<file path="src/rtl/cpu_pkg.sv">
// +----------------------------------------------------------------------+
// | cpu_pkg: opcode encodings, issuer state type and legality helper     |
// | shared by the opcode issuer and the control-unit decoder.            |
// | Revision: 1.0                                                        |
// +----------------------------------------------------------------------+
`default_nettype none

package cpu_pkg;

   localparam int OP_W = 6;

   localparam logic [OP_W-1:0] OP_ADD = 6'h00;
   localparam logic [OP_W-1:0] OP_SUB = 6'h01;
   localparam logic [OP_W-1:0] OP_AND = 6'h02;
   localparam logic [OP_W-1:0] OP_OR  = 6'h03;

   typedef enum logic [1:0] {
      ST_IDLE  = 2'd0,
      ST_ISSUE = 2'd1,
      ST_DONE  = 2'd2
   } issuer_state_t;

   function automatic logic is_legal_op(input logic [OP_W-1:0] op);
      return (op == OP_ADD) || (op == OP_SUB) || (op == OP_AND) || (op == OP_OR);
   endfunction

endpackage

`default_nettype wire

</file>
<file path="src/rtl/opcode_buffer.sv">
// +----------------------------------------------------------------------+
// | opcode_buffer: DEPTH x OP_W program store, synchronous write,        |
// | asynchronous read, synchronous active-low clear to zero.             |
// | Revision: 1.0                                                        |
// +----------------------------------------------------------------------+
`default_nettype none

module opcode_buffer
   import cpu_pkg::*;
#(
   parameter int DEPTH = 16,
   parameter int WIDTH = cpu_pkg::OP_W
) (
   input  logic                     clk,
   input  logic                     rst_n,
   input  logic                     we,
   input  logic [$clog2(DEPTH)-1:0] waddr,
   input  logic [WIDTH-1:0]         wdata,
   input  logic [$clog2(DEPTH)-1:0] raddr,
   output logic [WIDTH-1:0]         rdata
);

   logic [WIDTH-1:0] mem_q [DEPTH];

   always_ff @(posedge clk) begin
      if (!rst_n) begin
         for (int i = 0; i < DEPTH; i++) begin
            mem_q[i] <= '0;
         end
      end else if (we) begin
         mem_q[waddr] <= wdata;
      end
   end

   assign rdata = mem_q[raddr];

endmodule

`default_nettype wire

</file>
<file path="src/rtl/opcode_issuer.sv">
// +----------------------------------------------------------------------+
// | opcode_issuer: streams a preloaded opcode program over valid/ready.  |
// | Option OPCODE_ISSUER_SKIP_ILLEGAL_EN: drop illegal entries as bubbles.|
// | Revision: 1.0                                                        |
// +----------------------------------------------------------------------+
`default_nettype none

module opcode_issuer
   import cpu_pkg::*;
#(
   parameter int DEPTH = 16,
   parameter int OP_W  = cpu_pkg::OP_W
) (
   input  logic                     clk,
   input  logic                     rst_n,
   input  logic                     load_en,
   input  logic [$clog2(DEPTH)-1:0] load_addr,
   input  logic [OP_W-1:0]          load_opcode,
   input  logic                     start,
   input  logic [$clog2(DEPTH):0]   prog_len,
   output logic                     op_valid,
   input  logic                     op_ready,
   output logic [OP_W-1:0]          opcode,
   output logic [$clog2(DEPTH)-1:0] pc,
   output logic                     busy,
   output logic                     done,
   output logic [7:0]               skip_cnt
);

   localparam int AW = $clog2(DEPTH);
   localparam int LW = AW + 1;

   issuer_state_t   state_q, state_d;
   logic [AW-1:0]   pc_q, pc_d;
   logic [LW-1:0]   len_q, len_d;
   logic [7:0]      skip_cnt_q, skip_cnt_d;

   logic            w_buf_we;
   logic            w_legal;
   logic            w_issue;
   logic            w_advance;
   logic            w_last;

   opcode_buffer #(
      .DEPTH (DEPTH),
      .WIDTH (OP_W)
   ) u_buffer (
      .clk   (clk),
      .rst_n (rst_n),
      .we    (w_buf_we),
      .waddr (load_addr),
      .wdata (load_opcode),
      .raddr (pc_q),
      .rdata (opcode)
   );

   always_comb begin
      w_legal = 1'b1;
`ifdef OPCODE_ISSUER_SKIP_ILLEGAL_EN
      w_legal = is_legal_op(opcode);
`endif
   end

   assign w_issue   = (state_q == ST_ISSUE);
   assign op_valid  = w_issue && w_legal;
   // An illegal entry advances pc on its own, costing one bubble cycle.
   assign w_advance = (op_valid && op_ready) || (w_issue && !w_legal);
   assign w_last    = ({1'b0, pc_q} == (len_q - LW'(1)));
   assign w_buf_we  = load_en && (state_q == ST_IDLE);

   always_comb begin
      state_d    = state_q;
      pc_d       = pc_q;
      len_d      = len_q;
      skip_cnt_d = skip_cnt_q;
      case (state_q)
         ST_IDLE: begin
            if (start) begin
               skip_cnt_d = '0;
               if (prog_len != '0) begin
                  state_d = ST_ISSUE;
                  len_d   = prog_len;
                  pc_d    = '0;
               end else begin
                  state_d = ST_DONE;
               end
            end
         end
         ST_ISSUE: begin
            if (w_advance) begin
               if (w_last) begin
                  state_d = ST_DONE;
               end else begin
                  pc_d = pc_q + AW'(1);
               end
               if (!w_legal && (skip_cnt_q != 8'hFF)) begin
                  skip_cnt_d = skip_cnt_q + 8'd1;
               end
            end
         end
         ST_DONE: state_d = ST_IDLE;
         default: state_d = ST_IDLE;
      endcase
   end

   always_ff @(posedge clk) begin
      if (!rst_n) begin
         state_q    <= ST_IDLE;
         pc_q       <= '0;
         len_q      <= '0;
         skip_cnt_q <= '0;
      end else begin
         state_q    <= state_d;
         pc_q       <= pc_d;
         len_q      <= len_d;
         skip_cnt_q <= skip_cnt_d;
      end
   end

   assign pc       = pc_q;
   assign busy     = (state_q != ST_IDLE);
   assign done     = (state_q == ST_DONE);
   assign skip_cnt = skip_cnt_q;

endmodule

`default_nettype wire
</file>
<file path="config.mk">
export PLATFORM = sky130hd
export DESIGN_NAME = opcode_issuer
export DESIGN_NICKNAME = d
export VERILOG_FILES = /design/src/rtl/cpu_pkg.sv /design/src/rtl/opcode_buffer.sv /design/src/rtl/opcode_issuer.sv
export SDC_FILE = /design/constraint.sdc
export NUM_CORES = 1
export LEC_CHECK = 0
export BUFFER_PORTS_ARGS = -buffer_cell sky130_fd_sc_hd__buf_2
export CAP_MARGIN = 20
export CELL_PAD_IN_SITES_DETAIL_PLACEMENT = 2
export CELL_PAD_IN_SITES_GLOBAL_PLACEMENT = 2
export CORE_MARGIN = 1.5
export CORE_UTILIZATION = 30
export DETAILED_ROUTE_END_ITERATION = 8
export PLACE_DENSITY_LB_ADDON = 0.1
export REMOVE_ABC_BUFFERS = 1
export SKIP_LAST_GASP = 1
export SLEW_MARGIN = 20
export SYNTH_ARGS = -nofsm -noshare
export SYNTH_HDL_FRONTEND = slang
export SYNTH_SLANG_ARGS = --single-unit
</file>
<file path="constraint.sdc">
create_clock -name clk -period 2.5 [get_ports clk]
set_input_delay 0.25 -clock clk [delete_from_list [all_inputs] [get_ports clk]]
set_output_delay 0.25 -clock clk [all_outputs]
set_load 0.02 [all_outputs]
</file>
# Word level (Yosys, flattened, before mapping)
# Memory sizes are Yosys's and may differ from the RTL's. A register that Yosys moved wholly into a read port is not among the register bits.
# Cells that the tools add are included.
# totals
mem_count,1
latchBits,0
regBits,11
mem_bits_ro,0
word_cells,43
inputBits,20
mem_bits_rw,96
# memory_table
memory,depth,width,rd,rd_clocked_by_memory_dff,write_ports,line_no,text
u_buffer.mem_q,16,6,1,1,16,opcode_buffer.sv:23,logic [WIDTH-1:0] mem_q [DEPTH];
# op_classes
n_eq_ne,8
n_mux,19
addsub,2
div_mod_pow,0
shift,0
n_bitwise,0
n_reduce_logical,10
n_mul,0
n_lt_le_gt_ge,0
# ops
op,count
4-bit two-way mux,7
2-bit two-way mux,4
4-bit one-hot mux with 2 select lines,1
6-bit two-way mux,1
"2-bit by 1-bit inequality test with 1-bit output, second input constant",3
3-bit AND reduction,2
6-bit OR reduction,1
4-bit by 5-bit equality test with 1-bit output,1
1-bit two-way mux,5
5-bit AND reduction,1
5-bit nonzero test,1
"5-bit by 1-bit subtractor with 5-bit output, second input constant",1
"4-bit by 1-bit adder with 4-bit output, second input constant",1
"2-bit inequality test, second input constant",2
2-bit one-hot mux with 2 select lines,1
2-bit nonzero test,2
"2-bit by 1-bit equality test with 1-bit output, second input constant",1
"2-bit equality test, second input constant",1
1-bit logical AND,2
2-bit zero test,1

# Depth between registers and ports, before layout
# logic_depth
ltp_word,7
mapped_depth,7
depth_no_buf,7

# By module
# Synthesis repeated with hierarchy kept, for this count alone.
# hier_totals
cells_unflattened,379
area_unflattened_um2,5225.0
# modules_own_cells
mod,seq_area_each_um2,instances,cells_each,area_each_um2
opcode_buffer,2882.8,1,292,4503.1
opcode_issuer,220.2,1,87,721.9

# Least setup slack after synthesis
# OpenSTA, ideal clock, no wires.
# synth_path
path_type,flip-flop to output port
startpoint,reg (tool-made name)
endpoint,out opcode[0]
stages_incl_launch_ff,5
n_path_buf,2
t_required_ns,2.250
t_arrival_ns,1.738
slack_ns,0.512
path_cell_list,dfxtp_1 > buf_2 > buf_4 > mux4_2 > mux4_2
# synth_rtl
item,line_no,text
"end, declared",opcode_issuer.sv:23,"output logic [OP_W-1:0] opcode,"

==> results.ini <==
[sta]
clock_skew_ps = 7.13
setup_slack_ps = 79.1
setup_tns_ps = 0
slew_viol_final = 0
layout_min_cycle_time_ps = 2420
setup_viol = 0
worst_pin_slew_ps = 538
max_freq_mhz = 413
hold_violations = 0
rsz0062_at_grt = no
period_share_pct = 96.8
slew_headroom_pct = 64.1

[synthesis]
ys_warn_count = 0
synth.area.top_cells = edfxtp_1 55%, mux4_2 13%, and2_1 12%
synth_edf_count = 96
ys.flop_type = edfxtp_1
synthDistinctLibCells = 43
synth_top_cell_area_share_pct = 54.7
synthArstFlopShare_pct = 0
seq_area_frac_synth_pct = 60.4
syn_area_mm2 = 0.00527
synth_seq_cells = 111
syn-instance-count = 376
synth_area_per_cell_um2 = 14.0
synth_top_area_cell = edfxtp_1

[global_route]
grt_pass1_wl_um = 21700
grt_pass1_vias = 3475
busiest_layer = met2
grt_use_met1_pct = 21.3
antenna_found_initial = 0
grt_util_met3_pct = 4.04
use_met2_pct = 28.2
grt_max_degree = 25
grt.total_usage_pct = 16.6
grt.overflow.total = 0

[floorplan]
initial_core_util_pct = 30.6
die-area_mm2 = 0.0184
die_h_um = 136
core_mm2 = 0.0172
ios = 41
dieWidth_um = 136
rows = 48

[clock_network]
cts_tree = done
cts_buffer_depth = 2
cts_setup_buffers = 0
cts_hold_buf = 0
clock-root-buffer = clkbuf_16
clk_pin_slew_ps = 70
cts_max_level = 3
numCtsBuffers = 9
clock-sinks = 111
clk_latency_ps = 360
cts_resized = 0

[setup_path]
critPathArrivalTime_ps = 2170
crit_type = flip-flop to output pin
crit_path_start_kind = flip-flop
worstSetupEndpointType = output pin
crit_path_max_fanout = 24
cp.required_ps = 2250
r2r_start = len_q[0]

[hold_path]
min_path_type = input pin to flip-flop
min_from = prog_len[3]

[drt]
firstDrtPassIters = 4
ant_nets = 0
vias_per_cell = 4.87
wl_um = 14000
drc = 0
wl_per_cell_um = 21.5
drt_iter0_drc = 158
vias = 3180

[outcome]
status = completed

[layout]
drive_gt1_share_pct = 25.2
area_delta_synth_final_pct = 15.5
nets = 445
antenna_cells = 0

[power]
p_leak_nw = 2.22
power_density_mw_per_mm2 = 643
peakVddDrop_uv = 362

[flow_run]
maxCapViolCount = 0

[placed_design]
io_buffers = 32
place_congestion = 0.735
place_ws_ps = 402
dpl.hpwl_um = 10400

==> cell usage in the layout (no fill, tap or decap), types with 2 or more instances in the layout <==
cell,instances
a21oi_1,10
a31oi_1,3
and2_1,97
buf_12,2
buf_2,32
buf_4,21
clkbuf_16,9
clkinvlp_4,2
conb_1,8
dfxtp_1,14
edfxtp_1,96
ha_1,2
inv_1,6
inv_6,2
mux4_2,30
nand2_1,11
nand2b_1,7
nand3_1,9
nor2_1,14
nor2b_1,2
nor3_1,7
o211ai_1,3
o21ai_0,13
o31a_1,2
xor2_1,3
==> cells in the mapped netlist (2+ instances only) <==
| cell type | instances |
|---|---|
| nand2_1 | 11 |
| a21oi_1 | 10 |
| o31a_1 | 2 |
| nand2b_1 | 7 |
| nor2b_1 | 2 |
| inv_1 | 6 |
| buf_4 | 10 |
| xor2_1 | 3 |
| mux4_2 | 30 |
| a31oi_1 | 3 |
| nor3_1 | 7 |
| edfxtp_1 | 96 |
| and2_1 | 97 |
| o211ai_1 | 3 |
| dfxtp_1 | 15 |
| o21ai_0 | 13 |
| nand3_1 | 9 |
| nor2_1 | 14 |
| ha_1 | 2 |
| clkbuf_1 | 12 |
| buf_1 | 2 |
==> registers in the layout, summed over array words and instances (netlist names), named ones only <==
| signal | count |
|---|---|
| pc | 4 |
| state_q | 2 |
| u_buffer.mem_q | 96 |
| len_q | 5 |
==> worst paths after layout <==
| path | to | slack [ps] | depth (start not counted) |
|---|---|---|---|
| worst max-delay path | opcode[5] | 80 | 4 |
| worst min-delay path | len_q[3] | 160 | 3 |
| worst max register to register | pc[2] | 400 | 7 |
| worst min register to register | len_q[1] | 490 | 2 |
==> kinds of logic (layout without fill, tap and decap cells) <==
| family | Yosys count | in the layout | synth area share, % |
|---|---|---|---|
| flops | 111 | 111 | 60.4 |
| fa+ha+maj | 2 | 2 | 0.474 |
| xor+xnor | 5 | 5 | 0.973 |
| buf+inv | 32 | 77 | 3.16 |
| compound gates | 37 | 37 | 4.56 |
| simple gates | 158 | 158 | 17.6 |
| mux | 30 | 30 | 12.8 |
| other cells | 1 | 8 | 0.0711 |
==> worst max-delay path, stage by stage (launching register included) <==
cell and delay (ps):
dfxtp_2 340, buf_12 220, mux4_2 590, mux4_2 480, buf_2 170
==> power by group <==
group	switching (W)	total [W]	internal, W
logic	0.000198	0.000328	0.000130
registers	0.0000396	0.00212	0.00208
clock network	0.000694	0.00147	0.000781
==> cell type report <==
type,instances,area (µm²)
clock buffer,9,225
clock inverter,7,71.3
fill,1759,11100
inverter,6,22.5
multi-input combinational,240,1950
sequential,111,3180
tap,225,282
timing repair buffer,55,358
==> stage by stage <==
step | utilization (%) | cells | total power (W) | area, µm² | hold slack (ps)
finish | 35.4 | 653 | 0.00392 | 6090 | 162
global placement | 33.6 | 637 | 0.00249 | 5800 | 480
detailed placement | 33.6 | 637 | 0.00250 | 5800 | 484
CTS | 35.4 | 653 | 0.00397 | 6090 | 148
floorplan | - | 357 | 0.00233 | 5160 | 378
global route | 35.4 | 653 | 0.00407 | 6090 | 165
==> layer usage <==
layer / wire length, µm / vias up / share of wire, %
li1: - / 1465 / -
met1: 6460 / 1647 / 46
met2: 6880 / 57 / 49
met3: 552 / 11 / 3.9
met4: 157 / 0 / 1.1
met5: 0 / - / 0
No activity file was read; power rests on OpenSTA's default activity.
